`config.mk`:
```
export PLATFORM = sky130hd
export DESIGN_NAME = fetch_unit_flat
export DESIGN_NICKNAME = d
export VERILOG_FILES = /design/src/rtl/fetch_pkg.sv /design/src/rtl/fetch_if.sv /design/src/rtl/fetch_if_id_reg.sv /design/src/rtl/fetch_unit.sv /design/src/flat_wrapper.sv
export SDC_FILE = /design/constraint.sdc
export NUM_CORES = 1
export LEC_CHECK = 0
export ABC_AREA = 0
export CORE_ASPECT_RATIO = 1.1
export CORE_MARGIN = 5
export CORE_UTILIZATION = 49
export CTS_BUF_LIST = sky130_fd_sc_hd__clkbuf_8
export DETAILED_ROUTE_END_ITERATION = 8
export HOLD_SLACK_MARGIN = 0.03
export PLACE_DENSITY = 0.88
export SYNTH_ARGS = -nofsm -noshare
export SYNTH_HDL_FRONTEND = slang
export SYNTH_SLANG_ARGS = --single-unit
```
`constraint.sdc`:
```
create_clock -name clk -period 5.2 [get_ports clk]
set_clock_uncertainty 0.2 [all_clocks]
set_input_delay 1.04 -clock clk [delete_from_list [all_inputs] [get_ports clk]]
set_output_delay 1.04 -clock clk [all_outputs]
set_load 0.1 [all_outputs]
```
`src/rtl/fetch_pkg.sv`:
```
`default_nettype none
// ============================================================================
// Module   : fetch_pkg
// Purpose  : Shared constants, FSM state type and IF/ID payload for fetch.
// Revision : 1.0
// ============================================================================
package fetch_pkg;

   localparam int          PC_W       = 8;
   localparam int          IMEM_DEPTH = 64;
   localparam logic [31:0] NOP_INSTR  = 32'h0000_0000;

   typedef enum logic [0:0] {
      RUN  = 1'b0,
      HALT = 1'b1
   } fetch_state_t;

   typedef struct packed {
      logic [31:0]     instr;
      logic [PC_W-1:0] pc;
      logic [PC_W-1:0] pc_plus1;
      logic            valid;
   } if_id_t;

   localparam if_id_t IF_ID_BUBBLE = '{
      instr    : NOP_INSTR,
      pc       : '0,
      pc_plus1 : '0,
      valid    : 1'b0
   };

endpackage
`default_nettype wire

```
`src/rtl/fetch_if.sv`:
```
`default_nettype none
// ============================================================================
// Module   : fetch_if
// Purpose  : IMEM, hazard/redirect and IF/ID outputs of the fetch stage.
// Revision : 1.0
// ============================================================================
interface fetch_if #(
   parameter int PC_W  = 8,
   parameter int CNT_W = 16
);
   logic [PC_W-1:0]  fetch_pc;
   logic [31:0]      fetch_instruction;
   logic             stall;
   logic             redirect;
   logic [PC_W-1:0]  redirect_target;
   logic [31:0]      id_instruction;
   logic [PC_W-1:0]  id_pc;
   logic [PC_W-1:0]  id_pc_plus1;
   logic             id_valid;
   logic             fetch_halted;
   logic [CNT_W-1:0] fetch_count;

   modport master (
      output fetch_pc,
      input  fetch_instruction,
      input  stall,
      input  redirect,
      input  redirect_target,
      output id_instruction,
      output id_pc,
      output id_pc_plus1,
      output id_valid,
      output fetch_halted,
      output fetch_count
   );

   modport slave (
      input  fetch_pc,
      output fetch_instruction,
      output stall,
      output redirect,
      output redirect_target,
      input  id_instruction,
      input  id_pc,
      input  id_pc_plus1,
      input  id_valid,
      input  fetch_halted,
      input  fetch_count
   );

endinterface
`default_nettype wire

```
`src/rtl/fetch_if_id_reg.sv`:
```
`default_nettype none
// ============================================================================
// Module   : if_id_reg
// Purpose  : Generic pipeline register with hold, flush-to-bubble and async reset.
// Revision : 1.0
// ============================================================================
module if_id_reg #(
   parameter int           W      = 1,
   parameter logic [W-1:0] BUBBLE = '0
) (
   input  wire logic         clk,
   input  wire logic         reset,
   input  wire logic         i_hold,
   input  wire logic         i_flush,
   input  wire logic [W-1:0] i_d,
   output logic      [W-1:0] o_q
);

   logic [W-1:0] r_q;

   // Flush wins over hold so a redirect can squash a stalled slot.
   always_ff @(posedge clk or posedge reset) begin
      if (reset) begin
         r_q <= BUBBLE;
      end else if (i_flush) begin
         r_q <= BUBBLE;
      end else if (!i_hold) begin
         r_q <= i_d;
      end
   end

   assign o_q = r_q;

endmodule
`default_nettype wire

```
`src/rtl/fetch_unit.sv`:
```
`default_nettype none
// ============================================================================
// Module   : fetch_unit
// Purpose  : PC, RUN/HALT FSM, delivered-instruction counter and IF/ID register.
// Revision : 1.0
// ============================================================================
module fetch_unit
   import fetch_pkg::*;
#(
   parameter int PC_W       = fetch_pkg::PC_W,
   parameter int IMEM_DEPTH = fetch_pkg::IMEM_DEPTH,
   parameter int CNT_W      = 16
) (
   input  wire logic clk,
   input  wire logic reset,
   fetch_if.master   bus
);

   fetch_state_t     r_state;
   fetch_state_t     w_next_state;
   logic [PC_W-1:0]  r_pc;
   logic [PC_W-1:0]  w_next_pc;
   logic [PC_W-1:0]  w_pc_plus1;
   logic [CNT_W-1:0] r_count;
   logic             w_count_en;
   logic             w_in_range;
   logic             w_hold;
   logic             w_flush;
   if_id_t           w_d;
   if_id_t           w_q;

   assign w_pc_plus1 = r_pc + PC_W'(1);
   assign w_in_range = (int'(r_pc) < IMEM_DEPTH);

   // Priority: redirect, then HALT bubbles, then stall, then advance/halt.
   always_comb begin
      w_next_state = r_state;
      w_next_pc    = r_pc;
      w_hold       = 1'b1;
      w_flush      = 1'b0;
      w_count_en   = 1'b0;
      w_d          = IF_ID_BUBBLE;
      if (bus.redirect) begin
         w_next_pc    = bus.redirect_target;
         w_flush      = 1'b1;
         w_next_state = RUN;
      end else if (r_state == HALT) begin
         w_flush = 1'b1;
      end else if (!bus.stall) begin
         if (w_in_range) begin
            w_d.instr    = bus.fetch_instruction;
            w_d.pc       = r_pc;
            w_d.pc_plus1 = w_pc_plus1;
            w_d.valid    = 1'b1;
            w_hold       = 1'b0;
            w_next_pc    = w_pc_plus1;
            w_count_en   = 1'b1;
         end else begin
            w_flush      = 1'b1;
            w_next_state = HALT;
         end
      end
   end

   always_ff @(posedge clk or posedge reset) begin
      if (reset) begin
         r_state <= RUN;
         r_pc    <= '0;
         r_count <= '0;
      end else begin
         r_state <= w_next_state;
         r_pc    <= w_next_pc;
         if (w_count_en && !(&r_count)) begin
            r_count <= r_count + CNT_W'(1);
         end
      end
   end

   if_id_reg #(
      .W      ($bits(if_id_t)),
      .BUBBLE (IF_ID_BUBBLE)
   ) u_if_id_reg (
      .clk     (clk),
      .reset   (reset),
      .i_hold  (w_hold),
      .i_flush (w_flush),
      .i_d     (w_d),
      .o_q     (w_q)
   );

   assign bus.fetch_pc       = r_pc;
   assign bus.id_instruction = w_q.instr;
   assign bus.id_pc          = w_q.pc;
   assign bus.id_pc_plus1    = w_q.pc_plus1;
   assign bus.id_valid       = w_q.valid;
   assign bus.fetch_halted   = (r_state == HALT);
   assign bus.fetch_count    = r_count;

endmodule
`default_nettype wire

```
`src/flat_wrapper.sv`:
```
// flat-port wrapper written by rule: the top's interface ports become plain ports
module fetch_unit_flat import fetch_pkg::*;
#(
   parameter int PC_W       = fetch_pkg::PC_W,
   parameter int IMEM_DEPTH = fetch_pkg::IMEM_DEPTH,
   parameter int CNT_W      = 16
)
  (clk, reset, bus_fetch_pc, bus_fetch_instruction, bus_stall, bus_redirect, bus_redirect_target, bus_id_instruction, bus_id_pc, bus_id_pc_plus1, bus_id_valid, bus_fetch_halted, bus_fetch_count);
  fetch_if #(.PC_W(PC_W), .CNT_W(CNT_W)) bus_i ();
  input  wire logic clk;
  input  wire logic reset;
  output wire logic [$bits(bus_i.fetch_pc)-1:0] bus_fetch_pc;
  input wire logic [$bits(bus_i.fetch_instruction)-1:0] bus_fetch_instruction;
  input wire logic [$bits(bus_i.stall)-1:0] bus_stall;
  input wire logic [$bits(bus_i.redirect)-1:0] bus_redirect;
  input wire logic [$bits(bus_i.redirect_target)-1:0] bus_redirect_target;
  output wire logic [$bits(bus_i.id_instruction)-1:0] bus_id_instruction;
  output wire logic [$bits(bus_i.id_pc)-1:0] bus_id_pc;
  output wire logic [$bits(bus_i.id_pc_plus1)-1:0] bus_id_pc_plus1;
  output wire logic [$bits(bus_i.id_valid)-1:0] bus_id_valid;
  output wire logic [$bits(bus_i.fetch_halted)-1:0] bus_fetch_halted;
  output wire logic [$bits(bus_i.fetch_count)-1:0] bus_fetch_count;
  assign bus_fetch_pc = bus_i.fetch_pc;
  assign bus_i.fetch_instruction = bus_fetch_instruction;
  assign bus_i.stall = bus_stall;
  assign bus_i.redirect = bus_redirect;
  assign bus_i.redirect_target = bus_redirect_target;
  assign bus_id_instruction = bus_i.id_instruction;
  assign bus_id_pc = bus_i.id_pc;
  assign bus_id_pc_plus1 = bus_i.id_pc_plus1;
  assign bus_id_valid = bus_i.id_valid;
  assign bus_fetch_halted = bus_i.fetch_halted;
  assign bus_fetch_count = bus_i.fetch_count;
  fetch_unit #(.PC_W(PC_W), .IMEM_DEPTH(IMEM_DEPTH), .CNT_W(CNT_W)) u_core (.clk(clk), .reset(reset), .bus(bus_i));
endmodule
```
Word level (Yosys, flattened, before mapping)

Cells that the tools add are included.

Bits in registers: 74
Output and inout bits: 74
Logic and storage cells: 37

$add $sub $neg: 2
Order comparisons: 1
Equality and inequality tests: 3
Muxes and demuxes: 22
Reductions and logical operators: 5

Operator list:

| kind                                                                    | number |
|---|---|
| 49-bit 2-to-1 mux                                                       | 6 |
| 8-bit 2-to-1 mux                                                        | 4 |
| 16-bit by 1-bit adder with 16-bit output, second input constant         | 1 |
| 16-bit AND reduction                                                    | 1 |
| 1-bit 2-to-1 mux                                                        | 12 |
| 8-bit by 1-bit adder with 8-bit output, second input constant           | 1 |
| 8-bit by 7-bit < comparator with 1-bit output, second input constant    | 1 |
| 2-bit by 1-bit inequality test with 1-bit output, second input constant | 2 |
| 3-bit AND reduction                                                     | 1 |
| 2-bit inequality test, second input constant                            | 1 |
| 2-bit nonzero test                                                      | 1 |
| 1-bit logical AND                                                       | 1 |
| 1-bit zero test                                                         | 1 |

Longest topological paths before layout

Gate-level depths: netlist of run 1.

Depth in word-level cells: 7
Mapped depth: 7
Mapped depth without buffers: 5

Modules after synthesis

A second synthesis of run 1 with hierarchy kept.

Cell total of the unflattened synthesis: 337
Area total of the unflattened synthesis: 3580.9 um2

By module, submodules not included:

| module     | times used | cells an instance | area an instance (um2) | seq. area each (um2) |
|---|---|---|---|---|
| if_id_reg  | 1          | 159               | 1993.2                 | 1226.2 |
| fetch_unit | 1          | 178               | 1587.8                 | 625.6 |

Least setup slack after synthesis of run 1

OpenSTA, ideal clock, no wires.

Kind: input to register
Start point: input port bus_stall
End point: register u_core.r_count[1], in the netlist u_core.bus.fetch_count[1]
Setup time: 0.126 ns
Arrival time: 2.513 ns
Required time: 4.874 ns
Path slack: 2.361 ns
Cell stages on the path: 6
Buffers on the path: 2
Cell sequence: or4_1 -> buf_2 -> nor2_2 -> o31a_1 -> buf_2 -> mux2_2

Longest elaborated chain between the ends: 4

Ends and longest elaborated chain:

| element                | RTL line           | source |
|---|---|---|
| start: declaration     | flat_wrapper.sv:14 | `input wire logic [$bits(bus_i.stall)-1:0] bus_stall;` |
| 1-bit 2-to-1 mux       | fetch_unit.sv:49   | `end else if (!bus.stall) begin` |
| 1-bit 2-to-1 mux       | fetch_unit.sv:47   | `end else if (r_state == HALT) begin` |
| 1-bit 2-to-1 mux       | fetch_unit.sv:43   | `if (bus.redirect) begin` |
| 1-bit logical AND      | fetch_unit.sv:73   | `if (w_count_en && !(&r_count)) begin` |
| end signal: assignment | fetch_unit.sv:74   | `r_count <= r_count + CNT_W'(1);` |
| end: declaration       | fetch_unit.sv:24   | `logic [CNT_W-1:0] r_count;` |

No other way between the ends.
A chain may end at the register's enable or synchronous reset.

Worst setup path in the final report of run 1

Start point: input port bus_redirect
End point: register u_core.u_if_id_reg.r_q[34], in the netlist u_core.u_if_id_reg.o_q[34]

Longest elaborated chain between the ends: 3

Ends and longest elaborated chain:

| element                | RTL line              | source |
|---|---|---|
| start: declaration     | flat_wrapper.sv:15    | `input wire logic [$bits(bus_i.redirect)-1:0] bus_redirect;` |
| 49-bit 2-to-1 mux      | fetch_unit.sv:43      |  |
| 49-bit 2-to-1 mux      | fetch_if_id_reg.sv:27 | `end else if (!i_hold) begin` |
| 49-bit 2-to-1 mux      | fetch_if_id_reg.sv:25 | `end else if (i_flush) begin` |
| end signal: assignment | fetch_if_id_reg.sv:28 | `r_q <= i_d;` |
| end: declaration       | fetch_if_id_reg.sv:19 | `logic [W-1:0] r_q;` |

Parallel ways exist; a longest one is shown, timed or not. The select of a mux whose other input is x is not followed.

==> results.txt, run 1 <==
----------------------------------------------------
[Run]
  Count of maximum capacitance violations ... 0

[Routing]
  DR WL met3 ... 442 um
  Routed length on met1 ... 3.064 mm
  Average wire per cell in the routed design ... 16.15 um
  First-pass DRT Iterations ... 4
  Highest layer used for signal routing ... met4
  Remaining antenna violation count after routing ... 0
  Remaining design rule violation count ... 0
  Total number of vias ... 2473
  Total detailed-routing wirelength ... 7.637 mm
  Metal2 WL ... 3.995 mm
  Routed vias/inst ... 5.228
  Number of design-rule violations left by the first detailed-router iteration ... 126

[Floorplanning]
  Die height ... 92.72 um
  I/O pin count ... 118
  Die width ... 85.20 um
  Initial core utilization ... 49.82%
  Core region area ... 0.006118 mm^2
  # rows ... 30
  Area of the die ... 0.007900 mm^2

[Logic synthesis]
  Post-synthesis sequential element count ... 74
  Warnings, synthesis ... 0
  Area share of the largest cell type after synthesis ... 60.76%
  Number of standard cells after synthesis ... 275
  Synthesized area per cell ... 11.08 um^2
  Total standard cell area after synthesis ... 0.003048 mm^2
  Number of distinct library cell variants in the gate-level netlist after synthesis ... 31
  Sequential-to-total area share from yosys stat ... 60.76%
  Nets in the synthesized netlist ... 321
  Cell types occupying the most area after synthesis ... dfrtp_1 (61%), a22o_1 (6.9%), nand2_1 (6.5%)
  Post-synth top area cell ... dfrtp_1

[Setup path]
  Data arrival time of the critical path ... 3560 ps
  CP Cell Sequence ... clkdlybuf4s50_1, buf_4, or3_1, nor2_2, a22o_1
  Critical path buffer and inverter count ... 2
  Crit path max fanout ... 27
  CP Class ... in2reg
  Critical Path Max Stage Delay ... 900 ps
  Data required time of the worst path ... 5270 ps
  Dominant delay contributor by cell family on the critical path ... simple AND/OR/NAND/NOR gates
  FF-to-FF setup slack ... 2400 ps
  Critical path endpoint category ... flop
  Cell type of the slowest stage on the worst timing path ... nor2_2
  Sort of element at the start of the critical path ... primary input

[Pwr]
  Reported net switching power ... 540.8 uW
  Total power divided by cell area ... 320.3 mW/mm^2
  Combinational share of power ... 29.7%
  Internal Pwr Total ... 882.8 uW
  Proportion of total power due to net switching ... 37.99%
  Sequential Power Share ... 45.5%
  VDD IR-drop max ... 0.3725 mV
  Leakage power total ... 0.001907 uW
  Clock group share of total power ... 24.8%

[Global routing]
  Pin count of the biggest net entering global routing ... 40
  GRT Util Overall ... 20.08%
  Overflow left after global routing ... 0
  First-pass GRT wire length ... 12.51 mm
  Number of global-route vias before repair ... 2506
  Initial antenna violation count ... 0

[Clocking]
  Root cell of the clock tree ... clkbuf_8
  Clock latency on the worst-skew pair ... 330 ps
  Number of buffers inserted during clock tree synthesis ... 9
  TritonCTS clock tree ... built
  H-Tree Depth ... 3
  # hold bufs at CTS ... 0
  Post-cts resize count ... 0
  Clock transition at the register clock pins on the worst setup and hold paths after CTS ... 70 ps
  # Post-CTS Setup Buffers ... 0
  Sinks on Clock Net ... 74
  Clk buf depth ... 2

[STA]
  Headroom to the max-slew limit ... 32.42%
  Final period demand of the worst path ... 3493 ps
  Worst path setup slack after routing ... 1707 ps
  Final Hold Viols ... 0
  Maximum achievable frequency ... 286.3 MHz
  Total negative slack ... 0 ps
  Final-report setup violation count ... 0
  Final max-slew violation count ... 0
  Final clock period utilization by the worst path ... 67.18%
  Setup repair after global routing missed its margin ... false
  Worst-Margin Slew ... 1010 ps

[Place]
  Placer congestion estimate ... 0.8139
  Instance area after placement ... 0.004294 mm^2
  Setup slack at placement ... 1355 ps
  Detailed placer's ending HPWL ... 5.520 mm
  Port Buf Inserts ... 117

[Final layout]
  Area growth from synthesis to final layout ... 45.81%
  Fraction of layout instances using a drive strength above 1 ... 6.361%
  Cell area after layout ... 0.004444 mm^2
  Most common cell after layout, fill and taps aside ... clkdlybuf4s50_1
  Final Net Count ... 436
  Top library cells by usage in the layout, fill and taps aside ... clkdlybuf4s50_1 (117), dfrtp_1 (74), nand2_1 (53), a22o_1 (24), a21oi_1 (20)
  Final antenna diode count ... 0

[Min path]
  HP Class ... reg2reg

[Run status]
  Result of the run ... complete, no violations

----------------------------------------------------
-- per-stage QoR --
step	std cells	power, uW	hold slack [ps]	util [%]
finish	473	1424	302.2	72.64
floorplan	275	954.1	772.8	-
CTS	473	1436	302.3	72.64
global placement	459	1076	274.1	70.18
detailed placement	459	1082	288.8	70.18
global route	473	1488	326.2	72.64
-- cells in the mapped netlist --
cell,count
nor2_1,13
or3_1,1
buf_2,2
a221o_1,1
a211oi_1,2
a22o_1,24
nand3_2,1
and2_1,5
nand3_1,6
a21oi_1,20
o31a_1,1
ha_1,2
nor4_4,1
a21o_1,1
or4_1,1
nor2_2,1
and4_1,2
clkbuf_1,15
mux2_2,2
inv_1,2
nand2_1,53
o22ai_1,1
xnor2_1,13
dfrtp_1,74
nand4_1,6
o21ai_0,5
and3_1,4
xor2_1,11
nor2b_1,1
nor3_1,2
nor4_2,2
-- worst reg2reg max path, stage by stage, from the launching register on --
cell and delay (ps):
dfrtp_1 450, or4_1 970, nor4_4 470, nand3_2 180, nor4_2 300, xor2_1 160
-- worst paths after layout --
check | from | endpoint | cells after the start
worst max register to register | u_core.bus.fetch_pc[6] | u_core.bus.fetch_count[14] | 5
worst min register to register | u_core.bus.fetch_count[15] | u_core.bus.fetch_count[15] | 1
min in group asynchronous | reset | u_core.u_if_id_reg.o_q[33] | 2
worst min-delay path | u_core.bus.fetch_count[15] | u_core.bus.fetch_count[15] | 1
worst max-delay path | bus_redirect | u_core.u_if_id_reg.o_q[34] | 5
max in group asynchronous | reset | u_core.u_if_id_reg.o_q[6] | 3
-- area by class of cell --
cell class,instances,area (um^2)
repair buffers,121,1201
flip-flops and latches,74,1852
clock buffers,9,123.9
inverters,2,7.507
multi-input cells,182,1134
well taps,80,100.1
clock inverters,5,26.28
fillers,427,1674
-- kinds of logic (layout without fill, tap and decap cells) --
kind of cell / count (synthesis) / count (layout) / share of synthesized area [%]
AOI/OAI and AO/OA: 55 / 55 / 12.56
and+or+nand+nor: 99 / 99 / 15.81
DFF: 74 / 74 / 60.76
muxes: 2 / 2 / 0.7389
adders and majority gates: 2 / 2 / 0.8209
buffers and inverters: 19 / 137 / 2.422
xor gates and xnor gates: 24 / 24 / 6.896
-- power by group through the flow --
stage                     combinational [uW]  clock [uW]  sequential, uW
after floorplan                         81.1           0             873
after global placement                   419           0             657
after detailed placement                 424           0             658
after CTS                                426         362             648
after global routing                     444         388             656
final                                    422         353             648
-- sequential cells by signal (all words and copies together), names as in the netlist --
signal / count
u_core.bus.fetch_pc: 8
u_core.bus.fetch_halted: 1
u_core.u_if_id_reg.o_q: 49
u_core.bus.fetch_count: 16
-- per-layer routing --
layer  vias to the layer above  track usage, %
met5                         -               0
met4                         0           9.367
met3                        16           4.270
met2                        79           33.23
met1                      1203           25.04
li1                       1175               -
(Power assumes the default switching activity.)
==> run 2: changes to the inputs <==
--- a/config.mk
+++ b/config.mk
@@ -8,11 +8,11 @@
 export ABC_AREA = 0
 export CORE_ASPECT_RATIO = 1.1
 export CORE_MARGIN = 5
-export CORE_UTILIZATION = 49
+export CORE_UTILIZATION = 45
 export CTS_BUF_LIST = sky130_fd_sc_hd__clkbuf_8
 export DETAILED_ROUTE_END_ITERATION = 8
 export HOLD_SLACK_MARGIN = 0.03
-export PLACE_DENSITY = 0.88
+export PLACE_DENSITY = 0.82
 export SYNTH_ARGS = -nofsm -noshare
 export SYNTH_HDL_FRONTEND = slang
 export SYNTH_SLANG_ARGS = --single-unit
==> constraint.sdc (replaced) <==
create_clock -name clk -period 3.28 [get_ports clk]
set_clock_uncertainty 0.2 [all_clocks]
set_input_delay 0.656 -clock clk [delete_from_list [all_inputs] [get_ports clk]]
set_output_delay 0.656 -clock clk [all_outputs]
set_load 0.1 [all_outputs]
==> run 2 against run 1 <==
  * Die area increased by 7.9%
  * Setup slack worse by 1100 ps
  * First-iteration DRC count is 19% lower
  * Cell area is 3.3% lower
  * Sequential power rose by 59%
  * Combinational power increased by 55%
  * Critical endpoint is now u_core.bus.fetch_count[14]
==> results.txt, run 2 (synthesis gave the netlist of run 1 again) <==
----------------------------------------------------
[Final layout]
  Most common cell after layout, fill and taps aside ... buf_4
  Layout Cells excl Fill ... 476 (+0.63%)
  Top library cells by usage in the layout, fill and taps aside ... buf_4 (79), dfrtp_1 (74), nand2_1 (53), clkdlybuf4s50_1 (43), a22o_1 (24)
  Area growth from synthesis to final layout ... 41.01%
  Cell area after layout ... 0.004298 mm^2 (-3.3%)
  Final Net Count ... 438 (+0.46%)
  Fraction of layout instances using a drive strength above 1 ... 25.38% (+19 points)
  Final antenna diode count ... 0 (unchanged)
  Largest register FFs ... 49 (unchanged)

[STA]
  Final-report setup violation count ... 0 (unchanged)
  Final period demand of the worst path ... 2661 ps
  Headroom to the max-slew limit ... 31.03% (-1.4 points)
  Final clock period utilization by the worst path ... 81.13%
  Total negative slack ... 0 ps (unchanged)
  WHS ... 294.3 ps (-7.879 ps)
  Final Hold Viols ... 0 (unchanged)
  Setup repair after global routing missed its margin ... false
  Final max-slew violation count ... 0 (unchanged)
  Worst-Margin Slew ... 1033 ps (+22.96 ps)
  Maximum achievable frequency ... 375.8 MHz

[Clocking]
  Post-cts resize count ... 0 (unchanged)
  H-Tree Depth ... 3 (unchanged)
  # Post-CTS Setup Buffers ... 0 (unchanged)
  Number of buffers inserted during clock tree synthesis ... 9 (unchanged)
  Clock latency on the worst-skew pair ... 330 ps (about the same)
  Root cell of the clock tree ... clkbuf_8
  Clock transition at the register clock pins on the worst setup and hold paths after CTS ... 70 ps (about the same)
  # hold bufs at CTS ... 0 (unchanged)
  TritonCTS clock tree ... built
  Sinks on Clock Net ... 74 (unchanged)
  Clk buf depth ... 2 (unchanged)

[Global routing]
  Initial antenna violation count ... 0 (unchanged)
  Overflow left after global routing ... 0 (unchanged)
  Pin count of the biggest net entering global routing ... 75 (+88%)
  GRT Util Overall ... 18.57% (-1.5 points)
  First-pass GRT wire length ... 12.21 mm (-2.4%)
  Number of global-route vias before repair ... 2482 (-0.96%)

[Floorplanning]
  Core region area ... 0.006594 mm^2 (+7.8%)
  I/O pin count ... 118 (unchanged)
  Die height ... 96.32 um (+3.9%)
  Area of the die ... 0.008521 mm^2 (+7.9%)
  Initial core utilization ... 46.22% (-3.6 points)
  Die width ... 88.47 um (+3.8%)
  # rows ... 31 (+3.3%)

[Pwr]
  VDD IR-drop max ... 0.5200 mV (+40%)
  Total power divided by cell area ... 529.4 mW/mm^2 (+65%)
  Leakage power total ... 0.002062 uW (+8.1%)

[Setup path]
  Data arrival time of the critical path ... 2710 ps (-850 ps)
  Crit path max fanout ... 4 (-85%)
  CP Class ... in2reg
  Data required time of the worst path ... 3330 ps (-1940 ps)
  Sort of element at the start of the critical path ... primary input
  FF-to-FF setup slack ... 900 ps (-1500 ps)
  Terminus of the critical flop-to-flop path ... u_core.bus.fetch_count[14]
  Startpoint of the worst-slack reg-to-reg timing path ... u_core.bus.fetch_pc[6]
  Critical path endpoint category ... flop
  Number of cells on the worst reg-to-reg path ... 5 (unchanged)

[Routing]
  Routed vias/inst ... 5.191 (-0.71%)
  Total detailed-routing wirelength ... 7.573 mm (-0.84%)
  Remaining antenna violation count after routing ... 0 (unchanged)
  First-pass DRT Iterations ... 4 (unchanged)
  Total number of vias ... 2471 (-0.081%)
  Number of design-rule violations left by the first detailed-router iteration ... 102 (-19%)
  Average wire per cell in the routed design ... 15.91 um (-1.5%)
  Remaining design rule violation count ... 0 (unchanged)

[Place]
  Detailed placer's ending HPWL ... 5.400 mm (-2.2%)
  Instance area after placement ... 0.004139 mm^2 (-3.6%)
  Port Buf Inserts ... 117 (unchanged)
  Placer congestion estimate ... 0.7851 (-3.5%)
  Total instance count after detailed placement ... 463 (+0.87%)

[Min path]
  Worst Hold End ... u_core.bus.fetch_count[7]
  Hold Startpoint ... u_core.bus.fetch_count[7]
  HP Class ... reg2reg
  Cell depth of the worst min-delay path ... 1 (unchanged)

[Run]
  Count of maximum capacitance violations ... 0 (unchanged)

[Run status]
  Result of the run ... complete, no violations

----------------------------------------------------
-- run 2: worst max-delay path by stage --
| stage | start | to | slack, ps |
|---|---|---|---|
| final | bus_stall | u_core.bus.fetch_count[14] | 620 |
| after global routing | bus_stall | u_core.u_if_id_reg.o_q[31] | 460 |
| after CTS | bus_stall | u_core.bus.fetch_count[14] | 630 |
| after detailed placement | bus_stall | u_core.bus.fetch_count[14] | 270 |
| after global placement | bus_stall | u_core.bus.fetch_count[15] | 340 |
| after floorplan | reset | u_core.bus.fetch_count[0] | 540 |
-- run 2: stage by stage --
step	utilization [%]	total power, uW	setup WS (ps)
after detailed placement	62.77	1706	271.5
after global routing	65.18	2374	460.7
after global placement	62.77	1696	340.2
after floorplan	-	1513	542.4
final	65.18	2275	618.9
after CTS	65.18	2300	626.1
-- run 2: area by class of cell --
| cell class | instances | area [um^2] |
|---|---|---|
| multi-input cells | 182 | 1134 |
| inverters | 2 | 7.507 |
| clock buffers | 11 | 151.4 |
| repair buffers | 123 | 1044 |
| well taps | 82 | 102.6 |
| fillers | 523 | 2296 |
| flip-flops and latches | 74 | 1852 |
| clock inverters | 2 | 7.507 |
-- run 2: worst max-delay path, cell delays in order --
cell,delay [ps]
clkdlybuf4s50_1,470
or4_1,600
nor4_4,350
nand3_2,170
nor4_2,300
xor2_1,160
-- run 2: routing by layer --
layer | track usage, % | vias to the layer above | share of wire [%]
met5 | 0 | - | 0
met2 | 29.61 | 85 | 48
met1 | 24.10 | 1201 | 43
met4 | 8.438 | 0 | 1.7
li1 | - | 1175 | -
met3 | 4.195 | 10 | 7.5
-- run 2: power by group --
part | total, uW | internal, uW | switching (uW)
combinational | 655 | 166 | 490
sequential | 1030 | 961 | 68.0
clock | 591 | 298 | 293
==> run 3: changes to the inputs <==
--- a/config.mk
+++ b/config.mk
@@ -8,11 +8,11 @@
 export ABC_AREA = 0
 export CORE_ASPECT_RATIO = 1.1
 export CORE_MARGIN = 5
-export CORE_UTILIZATION = 45
+export CORE_UTILIZATION = 41
 export CTS_BUF_LIST = sky130_fd_sc_hd__clkbuf_8
 export DETAILED_ROUTE_END_ITERATION = 8
 export HOLD_SLACK_MARGIN = 0.03
-export PLACE_DENSITY = 0.82
+export PLACE_DENSITY = 0.79
 export SYNTH_ARGS = -nofsm -noshare
 export SYNTH_HDL_FRONTEND = slang
 export SYNTH_SLANG_ARGS = --single-unit
==> constraint.sdc (replaced) <==
create_clock -name clk -period 2.3 [get_ports clk]
set_clock_uncertainty 0.2 [all_clocks]
set_input_delay 0.46 -clock clk [delete_from_list [all_inputs] [get_ports clk]]
set_output_delay 0.46 -clock clk [all_outputs]
set_load 0.1 [all_outputs]
==> run 3 against run 2 <==
  * First-iteration DRC count decreased by 4.9%
  * Via count increased by 2.2%
  * Final cell count increased by 3.6%
  * Wire length increased by 6.9%
  * Utilization decreased by 2.5 points
  * Non-clock buffer count increased by 9
  * Cell area increased by 7.1%
  * Combinational power increased by 50%
  * Critical path depth increased by 1
  * Sequential share of layout area decreased by 2.5 points
  * Critical path type unchanged
  * Largest cell class unchanged
  * Largest power group unchanged
  * Highest routed layer unchanged
==> results.txt, run 3 (synthesis gave the netlist of run 1 again) <==
----------------------------------------------------
[Run status]
  Result of the run ... complete, no violations

[Place]
  Port Buf Inserts ... 117 (unchanged)
  Instance area after placement ... 0.004344 mm^2 (+5.0%)
  Setup slack at placement ... -304.7 ps (-576.2 ps)
  Detailed placer's ending HPWL ... 5.897 mm (+9.2%)
  Placer congestion estimate ... 0.7612 (-3.0%)

[Clocking]
  Root cell of the clock tree ... clkbuf_8
  Clock transition at the register clock pins on the worst setup and hold paths after CTS ... 70 ps (about the same)
  TritonCTS clock tree ... built
  # Post-CTS Setup Buffers ... 0 (unchanged)
  Clk buf depth ... 2 (unchanged)
  Number of buffers inserted during clock tree synthesis ... 9 (unchanged)
  Clock latency on the worst-skew pair ... 340 ps (about the same)
  H-Tree Depth ... 3 (unchanged)
  Sinks on Clock Net ... 74 (unchanged)
  # hold bufs at CTS ... 0 (unchanged)

[Final layout]
  Cell area after layout ... 0.004604 mm^2 (+7.1%)
  Fraction of layout instances using a drive strength above 1 ... 30.79% (+5.4 points)
  Final antenna diode count ... 0 (unchanged)
  Top library cells by usage in the layout, fill and taps aside ... buf_4 (80), dfrtp_1 (63), nand2_1 (53), clkdlybuf4s50_1 (43), a22o_1 (24)
  Number of filler instances in the final layout ... 605 (+16%)
  Largest register FFs ... 49 (unchanged)
  Most common cell after layout, fill and taps aside ... buf_4
  Final Net Count ... 447 (+2.1%)
  Layout Utilization ... 62.65% (-2.5 points)
  Area growth from synthesis to final layout ... 51.07%

[Routing]
  Remaining antenna violation count after routing ... 0 (unchanged)
  Average wire per cell in the routed design ... 16.41 um (+3.2%)
  Total detailed-routing wirelength ... 8.092 mm (+6.9%)
  Total number of vias ... 2525 (+2.2%)
  Remaining design rule violation count ... 0 (unchanged)
  First-pass DRT Iterations ... 4 (unchanged)
  Routed vias/inst ... 5.122 (-1.3%)
  Number of design-rule violations left by the first detailed-router iteration ... 97 (-4.9%)

[Setup path]
  Critical path buffer and inverter count ... 2 (+1)
  Data arrival time of the critical path ... 2320 ps (-390 ps)
  Crit path max fanout ... 4 (unchanged)
  CP Cell Sequence ... clkdlybuf4s50_1, or4_4, nor4_4, buf_4, nand3_4, nor4_2, xor2_1
  CP Class ... in2reg
  Sort of element at the start of the critical path ... primary input
  Critical Path Max Stage Delay ... 600 ps (about the same)
  Data required time of the worst path ... 2360 ps (-970 ps)
  Critical path endpoint category ... flop
  Dominant delay contributor by cell family on the critical path ... simple AND/OR/NAND/NOR gates
  Cell type of the slowest stage on the worst timing path ... or4_4

[Floorplanning]
  Area of the die ... 0.009260 mm^2 (+8.7%)
  I/O pin count ... 118 (unchanged)
  Initial core utilization ... 41.47% (-4.8 points)
  Core region area ... 0.007350 mm^2 (+11%)
  Die height ... 100.4 um (+4.3%)
  Die width ... 92.21 um (+4.2%)
  # rows ... 33 (+6.5%)

[STA]
  Final Hold Viols ... 0 (unchanged)
  Total negative slack ... 0 ps (unchanged)
  Worst path setup slack after routing ... 34.60 ps (-584.3 ps)
  Headroom to the max-slew limit ... 65.44% (+34 points)
  Maximum achievable frequency ... 441.4 MHz
  Final period demand of the worst path ... 2265 ps
  Setup repair after global routing missed its margin ... true
  WHS ... 286.2 ps (-8.115 ps)
  Final max-slew violation count ... 0 (unchanged)
  Worst-Margin Slew ... 517.4 ps (-516.0 ps)
  Final clock period utilization by the worst path ... 98.50%
  Final-report setup violation count ... 0 (unchanged)

[Run]
  Count of maximum capacitance violations ... 0 (unchanged)

[Min path]
  HP Class ... reg2reg

[Global routing]
  Initial antenna violation count ... 0 (unchanged)
  Pin count of the biggest net entering global routing ... 28 (-63%)
  Overflow left after global routing ... 0 (unchanged)
  GRT Util Overall ... 17.97% (-0.60 points)
  Number of global-route vias before repair ... 2532 (+2.0%)
  First-pass GRT wire length ... 13.12 mm (+7.5%)

[Pwr]
  Leakage power total ... 0.002160 uW (+4.8%)
  VDD IR-drop max ... 0.8256 mV (+59%)
  Total power divided by cell area ... 805.6 mW/mm^2 (+52%)

----------------------------------------------------
## run 3: cell types whose count changed in the layout (fill, tap and decap cells not counted), moves of 2 or more
cell,previous run,this run
dfrtp_1,74,63
buf_12,1,9
dfrtp_4,0,2
bufinv_16,0,3
clkinvlp_4,0,2
dfrtp_2,0,9
## run 3: worst paths after layout
kind	start	end	slack, ps	depth (start not counted)
worst min register to register	u_core.bus.fetch_count[7]	u_core.bus.fetch_count[7]	290	1
worst max register to register	u_core.bus.fetch_pc[7]	u_core.bus.fetch_count[14]	120	6
max in group asynchronous	reset	u_core.u_if_id_reg.o_q[46]	1090	3
worst max-delay path	bus_stall	u_core.bus.fetch_count[14]	30	7
min in group asynchronous	reset	u_core.bus.fetch_pc[5]	330	2
worst min-delay path	u_core.bus.fetch_count[7]	u_core.bus.fetch_count[7]	290	1
## run 3: through the flow
step / cells / power, uW
CTS: 493 / 3743
floorplan: 275 / 2173
detailed placement: 477 / 2498
finish: 493 / 3709
global route: 493 / 3868
global placement: 477 / 2484
## run 3: layout make-up
type | instances | area (um^2) | area share, %
Clock inverter | 5 | 101.3 | 2.201
Inverter | 2 | 11.26 | 0.2446
Multi-Input combinational cell | 182 | 1150 | 24.97
Timing Repair Buffer | 132 | 1211 | 26.30
Sequential cell | 74 | 1871 | 40.62
Clock buffer | 11 | 151.4 | 3.288
Tap cell | 87 | 108.9 | 2.364
## run 3: timing repair
action,4_1_cts,5_1_grt
setup endpoints to repair,0,2
hold endpoints to repair,0,0
gates resized for setup,0,1
## run 3: layer usage
metal | track usage [%] | wire length [um] | vias up
met2 | 28.03 | 3942 | 81
met1 | 24.22 | 3584 | 1230
li1 | - | - | 1203
met5 | 0 | 0 | -
met4 | 5.257 | 142 | 0
met3 | 5.622 | 423 | 11
## run 3: where the power goes
group / switching, uW / leakage (uW) / internal (uW)
registers: 107 / 0.000992 / 1380
clock network: 463 / 0.000127 / 776
logic: 707 / 0.00104 / 278
